## src/rtl/mat_pkg.sv

```systemverilog
// mat_pkg: shared constants and loader state encoding for the 2x2 matrix datapath.
package mat_pkg;
  localparam int ELEM_W_DEF = 8;
  localparam int N_ELEM = 4;
  localparam int MAT_W_DEF = N_ELEM * ELEM_W_DEF;
  localparam int FRAME_LEN = 2 * N_ELEM;
  typedef enum logic [1:0] {IDLE, LOAD, PRESENT} state_t;
endpackage

```

## src/rtl/mat_pack_reg.sv

```systemverilog
// mat_pack_reg: A/B operand storage; writes one element at its row-major packed position.
module mat_pack_reg
  import mat_pkg::*;
#(
  parameter int ELEM_W = ELEM_W_DEF
) (
  input  logic                       clk,
  input  logic                       rst_n,
  input  logic                       we,
  input  logic [2:0]                 idx,
  input  logic [ELEM_W-1:0]          din,
  output logic [N_ELEM*ELEM_W-1:0]   m_a,
  output logic [N_ELEM*ELEM_W-1:0]   m_b
);
  localparam int MAT_W = N_ELEM * ELEM_W;
  logic [2*MAT_W-1:0] data_q, data_d;
  always_comb begin
    data_d = data_q;
    if (we) data_d[2*MAT_W-1-int'(idx)*ELEM_W -: ELEM_W] = din;
  end
  always_ff @(posedge clk or negedge rst_n)
    if (!rst_n) data_q <= '0;
    else data_q <= data_d;
  assign m_a = data_q[2*MAT_W-1 -: MAT_W];
  assign m_b = data_q[MAT_W-1:0];
endmodule

```

## src/rtl/mat_byte_loader.sv

```systemverilog
// mat_byte_loader: assembles an A/B 2x2 operand pair from an 8-element stream and holds it for the consumer.
module mat_byte_loader
  import mat_pkg::*;
#(
  parameter int ELEM_W = ELEM_W_DEF
) (
  input  logic                      clk,
  input  logic                      rst_n,
  input  logic                      clear,
  input  logic                      s_valid,
  output logic                      s_ready,
  input  logic [ELEM_W-1:0]         s_data,
  input  logic                      s_last,
  output logic                      m_valid,
  input  logic                      m_ready,
  output logic [N_ELEM*ELEM_W-1:0]  m_a,
  output logic [N_ELEM*ELEM_W-1:0]  m_b,
  output logic                      frame_err
);
  state_t state_q, state_d;
  logic [2:0] idx_q, idx_d;
  logic s_ready_q, s_ready_d, m_valid_q, m_valid_d, err_q, err_d;
  logic acc, last_idx, we;
  // clear gates acceptance internally so outputs stay purely registered
  assign acc = s_valid && s_ready_q && !clear;
  assign last_idx = idx_q == 3'(FRAME_LEN - 1);
  always_comb begin
    state_d = state_q;
    idx_d = idx_q;
    err_d = 1'b0;
    we = 1'b0;
    case (state_q)
      IDLE: state_d = LOAD;
      LOAD:
        if (acc) begin
          if (s_last == last_idx) begin
            we = 1'b1;
            idx_d = idx_q + 3'd1;
            state_d = last_idx ? PRESENT : LOAD;
          end else begin
            idx_d = '0;
            err_d = 1'b1;
          end
        end
      PRESENT: state_d = m_ready ? LOAD : PRESENT;
      default: state_d = IDLE;
    endcase
    if (clear) begin
      state_d = LOAD;
      idx_d = '0;
    end
    s_ready_d = state_d == LOAD;
    m_valid_d = state_d == PRESENT;
  end
  always_ff @(posedge clk or negedge rst_n)
    if (!rst_n) begin
      state_q <= IDLE;
      idx_q <= '0;
      s_ready_q <= 1'b0;
      m_valid_q <= 1'b0;
      err_q <= 1'b0;
    end else begin
      state_q <= state_d;
      idx_q <= idx_d;
      s_ready_q <= s_ready_d;
      m_valid_q <= m_valid_d;
      err_q <= err_d;
    end
  mat_pack_reg #(.ELEM_W(ELEM_W)) u_pack (
    .clk(clk),
    .rst_n(rst_n),
    .we(we),
    .idx(idx_q),
    .din(s_data),
    .m_a(m_a),
    .m_b(m_b)
  );
  assign s_ready = s_ready_q;
  assign m_valid = m_valid_q;
  assign frame_err = err_q;
endmodule

```

## config.mk

```make
export PLATFORM = sky130hd
export DESIGN_NAME = mat_byte_loader
export DESIGN_NICKNAME = d
export VERILOG_FILES = /design/src/rtl/mat_pkg.sv /design/src/rtl/mat_pack_reg.sv /design/src/rtl/mat_byte_loader.sv
export SDC_FILE = /design/constraint.sdc
export NUM_CORES = 1
export LEC_CHECK = 0
export BUFFER_PORTS_ARGS = -buffer_cell sky130_fd_sc_hd__buf_2
export CAP_MARGIN = 20
export CORE_AREA = 2 2 57 113
export CTS_BUF_LIST = sky130_fd_sc_hd__clkbuf_4
export DETAILED_ROUTE_END_ITERATION = 8
export DIE_AREA = 0 0 59 115
export PLACE_DENSITY = 0.8
export RECOVER_POWER = 50
export SETUP_SLACK_MARGIN = 0.1
export SYNTH_ARGS = -nofsm -noshare
export SYNTH_HDL_FRONTEND = slang
export SYNTH_SLANG_ARGS = --single-unit
```

## constraint.sdc

```tcl
create_clock -name clk -period 2.32 [get_ports clk]
set_input_delay 0.464 -clock clk [delete_from_list [all_inputs] [get_ports clk]]
set_output_delay 0.464 -clock clk [all_outputs]
set_load 0.02 [all_outputs]
```

* Yosys cells after proc, flatten, opt, wreduce, memory -nomap -nowiden *
Index checks and enable logic that the tools add are counted.

word-level totals
  bits of input ports = 14
  output and inout port bits = 67
  bits in registers = 72
  word-level logic and storage cells = 41

operators by class
  reductions and logical operators = 7
  equality and inequality tests = 6
  muxes and demuxes = 17
  add/subtract/negate cells = 3
  shift-type cells = 2

operators with widths
  cell                                                    number
  variable shift 8 x 33 -> 71 bit (first input constant)  1
  variable part select 8 x 33 -> 71 bit                   1
  bitwise mux 64 bit                                      1
  negator 32 -> 33 bit                                    1
  two-way mux 3 bit                                       4
  two-way mux 2 bit                                       5
  subtractor 6 x 6 -> 7 bit (first input constant)        1
  two-way mux 1 bit                                       6
  case mux 2 bit (3 select lines)                         1
  equality test 2 x 1 -> 1 bit (second input constant)    2
  equality test 2 bit (second input constant)             2
  nonzero test 2 bit                                      2
  adder 3 x 1 -> 3 bit (second input constant)            1
  equality test 3 bit (second input constant)             1
  logical AND 1 bit                                       2
  logical NOT 2 bit                                       1
  AND reduction 2 bit                                     1
  equality test 1 bit                                     1
  logical NOT 1 bit                                       1

* Depth between registers and ports, before layout *
  depth in word-level cells = 7
  depth in mapped cells = 6
  gate-level depth less buffers = 5

* Hierarchy *
From an unflattened synthesis, not the netlist that was laid out.

unflattened totals
  cell total of the unflattened synthesis = 177
  area total of the unflattened synthesis = 2839.0 µm²

by module, submodules not included
  module           sequential area each (µm²)  cells an instance  area each (µm²)  instances
  mat_pack_reg     1601.5                      143                2452.4           1
  mat_byte_loader  200.2                       34                 386.6            1

* Worst setup path before layout *
OpenSTA, ideal clock, no wires.

  path kind = flip-flop to flip-flop
  from = register idx_q[0]
  to = register u_pack.data_q[10]
  required time = 2.195 ns
  arrival time = 1.923 ns
  path buffers = 0
  library setup time = 0.125 ns
  period minus slack after synthesis = 2.048 ns
  stages on the path, launching flop included = 6
  slack = 0.272 ns
  cell sequence = dfrtp_1 -> ha_1 -> ha_1 -> xor2_2 -> nor4_4 -> mux2_2

between the ends
  cells in the longest elaborated chain, start to end = 5
  elaborated cells on any way between the ends = 10
  classes of those cells = add/sub (2); eq/ne (2); shift (2); mux (4)

RTL lines
  item                                                          line                   text
  from (decl)                                                   mat_byte_loader.sv:21  logic [2:0] idx_q, idx_d;
  from (signal assigned)                                        mat_byte_loader.sv:64  idx_q <= idx_d;
  branches (longest 5 deep; another with negator 32 -> 33 bit)  n/a
  to (signal assigned)                                          mat_pack_reg.sv:23     else data_q <= data_d;
  to (decl)                                                     mat_pack_reg.sv:16     logic [2*MAT_W-1:0] data_q, data_d;

Several ways; the timed one is not identified.
A chain may end at the register's enable or synchronous reset.

* Worst setup path in the final report *
  from = register idx_q[0]
  to = register u_pack.data_q[27]

The elaborated chain is that of the path after synthesis.

==> flow_summary.json <==
{
  "reported_max_cap_violation_count": 1,
  "start_util_pct": 53.6,
  "place_congestion": 0.878,
  "final_cell_area_sq_mm": 0.00379,
  "initial_antenna_violation_count": 0,
  "die_height_um": 115,
  "yosys_register_bits": 72,
  "tritoncts": "done",
  "wire_length_of_the_first_global_routing_pass_mm": 10.9,
  "cts-htree-levels": 3,
  "fin_total_pwr_mw": 2.45,
  "clk-insertion-delay-late_ns": 0.40,
  "nNetsFinal": 344,
  "yosys_most_used_dff": "sky130_fd_sc_hd__dfrtp_1",
  "via_count_of_the_first_global_routing_pass": 2184,
  "critical_hold_path_startpoint": "s_data[3]",
  "core.rowCount": 40,
  "synth_top_area_share_pct": 56.9,
  "synth_area_sq_mm": 0.00317,
  "postSynth.asyncResetShare_pct": 100,
  "grt.overflow.total": 0,
  "drtIter0Drc": 64,
  "criticalPathCategory": "flip-flop to flip-flop",
  "synth-edff-count": 0,
  "timing.critical_path.fanout_max": 8,
  "ys_top_cells_by_count": "sky130_fd_sc_hd__dfrtp_1 (72), sky130_fd_sc_hd__mux2_2 (49), sky130_fd_sc_hd__and2_1 (21), sky130_fd_sc_hd__inv_1 (13), sky130_fd_sc_hd__nand2_1 (12)",
  "synthDistinctLibCells": 35,
  "tritoncts_sinks": 72,
  "syn_to_final_growth_pct": 19.6,
  "hp-class": "primary input to flip-flop",
  "design.die.area_sq_mm": 0.00679,
  "grt_max_degree": 73,
  "synth.top_cells.by_area": "sky130_fd_sc_hd__dfrtp_1 (57%), sky130_fd_sc_hd__mux2_2 (17%), sky130_fd_sc_hd__and2_1 (4.1%)",
  "worst_path_dominant_cell_family": "adder cells",
  "postSynthCellCount": 234,
  "cts_root_buffer": "sky130_fd_sc_hd__clkbuf_4",
  "fin_crit_ns": 2.17,
  "p_switching_uw": 609,
  "viasPerCell": 5.63,
  "yosysMostFrequentCell": "sky130_fd_sc_hd__dfrtp_1",
  "max-vdd-ir-drop_mv": 0.473,
  "final.setup.tns_ns": 0,
  "p_int_mw": 1.84,
  "worst_path_largest_cell_delay_ns": 0.40,
  "setup_skew_ns": 0.0123,
  "p_leak_nw": 1.91,
  "cp-start-kind": "flip-flop",
  "yosys_warnings": 0,
  "share_of_cells_above_drive_strength_1_pct": 38.7,
  "postRouteAntennaNets": 0,
  "insertedDiodeCount": 0,
  "cp_common_cell": "sky130_fd_sc_hd__ha_1",
  "ys_seq_area_share_pct": 56.9,
  "ctsHoldBuffers": 0,
  "critPathSlowestCell": "sky130_fd_sc_hd__dfrtp_1",
  "relative_slew_slack_pct": -15.2,
  "worstReg2RegStart": "idx_q[0]",
  "postPlaceCellArea_sq_mm": 0.00367,
  "synth.avg_cell_area_sq_um": 13.5,
  "cp.required_ns": 2.61,
  "num_vias": 2201,
  "timing.final.setup_violations": 0,
  "unrepaired_setup_endpoints_after_global_routing": "true",
  "post-route-drc-count": 0,
  "syn-num-nets": 254,
  "drt_wl_total_mm": 6.77,
  "detail_route.wl_per_cell_um": 17.3,
  "power_switching_share_pct": 24.8,
  "numPortBuffers": 80,
  "final-max-slew-violation-count": 73,
  "clock_path_buffers": 2,
  "grt_util_all_layers_pct": 21.8,
  "post-route-period-util_pct": 93.6,
  "postLayoutCoreUtil_pct": 64.2,
  "detailed_place_hpwl_mm": 4.98,
  "boundaryPins": 81,
  "cell_taking_the_most_area_after_synthesis": "sky130_fd_sc_hd__dfrtp_1",
  "critical_path.n_buffers_inverters": 0,
  "placeableCoreArea_sq_mm": 0.00591,
  "cts_buffers": 9,
  "power.density_mw_per_mm2": 647,
  "nFillCells": 476,
  "critPathCaptureType": "flip-flop",
  "clockPowerShare_pct": 35.2,
  "timing_worst_slew_pin_value_ns": 1.73,
  "fmax_ghz": 0.461,
  "failed_checks": "max-capacitance violations, max-slew violations",
  "clkSlewWorstSetupHoldPaths_ns": 0.10,
  "worstPathCellList": "ha_1 -> ha_1 -> xnor2_4 -> nand4_2 -> mux2_2",
  "die_w_um": 59,
  "pwr-share-seq_pct": 54.2,
  "timing_hold_violations_final": 0,
  "crit_path_start": "idx_q[0]",
  "outcome": "finished, violations left",
  "pwr-share-comb_pct": 10.6,
  "first_pass_detailed_route_iteration_total": 4,
  "hold-worst-slack_ns": 0.335,
  "crit_arrival_ns": 2.46
}
==> layout make-up <==
| type | count | area [sq um] | share of cell area (%) |
|---|---|---|---|
| flip-flops and latches | 72 | 1800 | 47.6 |
| multi-input cells | 143 | 1310 | 34.6 |
| repair buffers | 85 | 394 | 10.4 |
| clock buffers | 11 | 82.6 | 2.18 |
| well taps | 63 | 78.8 | 2.08 |
| clock inverters | 4 | 70.1 | 1.85 |
| inverters | 13 | 48.8 | 1.29 |
==> kinds of logic (layout without fill, tap and decap cells) <==
kind of cell / Yosys count / after routing / share of synthesized area, %
AND/OR/NAND/NOR: 64 / 64 / 13.8
adder cells (fa/ha/maj): 6 / 6 / 2.37
flip-flops: 72 / 72 / 56.9
buffers and inverters: 19 / 113 / 2.41
multiplexers: 57 / 57 / 20.0
XOR/XNOR: 2 / 2 / 1.38
AO/OA/AOI/OAI: 14 / 14 / 3.24
==> worst register-to-register path, stage by stage (launching register included) <==
cell and delay [ns]:
sky130_fd_sc_hd__dfrtp_1 0.40, sky130_fd_sc_hd__ha_1 0.23, sky130_fd_sc_hd__ha_1 0.31, sky130_fd_sc_hd__xnor2_4 0.38
sky130_fd_sc_hd__nand4_2 0.35, sky130_fd_sc_hd__mux2_2 0.38
==> layout by cell type, fill, tap and decap left out, drive strengths merged <==
| cell | instances |
|---|---|
| dfrtp | 72 |
| buf | 51 |
| mux2 | 49 |
| clkbuf | 45 |
| and2 | 21 |
| inv | 13 |
| nand2 | 12 |
| mux2i | 8 |
| a22o | 7 |
| ha | 6 |
| nand4 | 6 |
| nor2 | 5 |
| nor3 | 4 |
| nor2b | 3 |
| a21oi | 3 |
| a21o | 2 |
| nor4 | 2 |
| nand3 | 2 |
| bufinv | 2 |
| clkinv | 2 |
| nand4b | 2 |
| nand2b | 1 |
| and4 | 1 |
| o21ai | 1 |
| nor3b | 1 |
| a31oi | 1 |
| xnor2 | 1 |
| and4b | 1 |
| xor2 | 1 |
| or3 | 1 |
| and3b | 1 |
| nor4b | 1 |
==> metal layers <==
| layer | up-vias | part of all wire (%) | track usage (%) |
|---|---|---|---|
| li1 | 992 | - | - |
| met1 | 1117 | 41 | 27.9 |
| met2 | 78 | 51 | 34.6 |
| met3 | 14 | 5.8 | 5.74 |
| met4 | 0 | 2.0 | 9.09 |
| met5 | - | 0 | 0 |
==> registers in the layout, indices dropped and copies added (netlist names) <==
register	count
frame_err	1
idx_q	3
m_valid	1
s_ready	1
state_q	2
u_pack.data_q	64
==> stage by stage <==
step	worst slack (ns)	cells
3_5_place_dp	0.189	376
2_1_floorplan	0.272	234
5_1_grt	0.0417	391
3_3_place_gp	0.266	376
6_report	0.149	391
4_1_cts	0.159	391
==> power groups by stage <==
stage	combinational [mW]	clock, mW	sequential [mW]
2_1_floorplan	0.0891	0	1.41
3_3_place_gp	0.266	0	1.35
3_5_place_dp	0.274	0	1.35
4_1_cts	0.274	0.883	1.33
5_1_grt	0.282	0.930	1.33
6_report	0.260	0.863	1.33
==> final timing paths <==
check                                         end  slack [ns]  cells after the start
worst min-delay path            u_pack.data_q[35]        0.34                      3
worst max register to register  u_pack.data_q[27]        0.15                      5
min in group asynchronous              state_q[1]        0.59                      2
worst max-delay path            u_pack.data_q[27]        0.15                      5
max in group asynchronous       u_pack.data_q[55]        0.70                      2
worst min register to register  u_pack.data_q[61]        0.51                      1
==> repair_timing <==
action                                  4_1_cts  5_1_grt
setup buffers                                 0        0
endpoints found under the setup margin        0       29
gates resized for setup                       0        2
(Power assumes the default switching activity.)
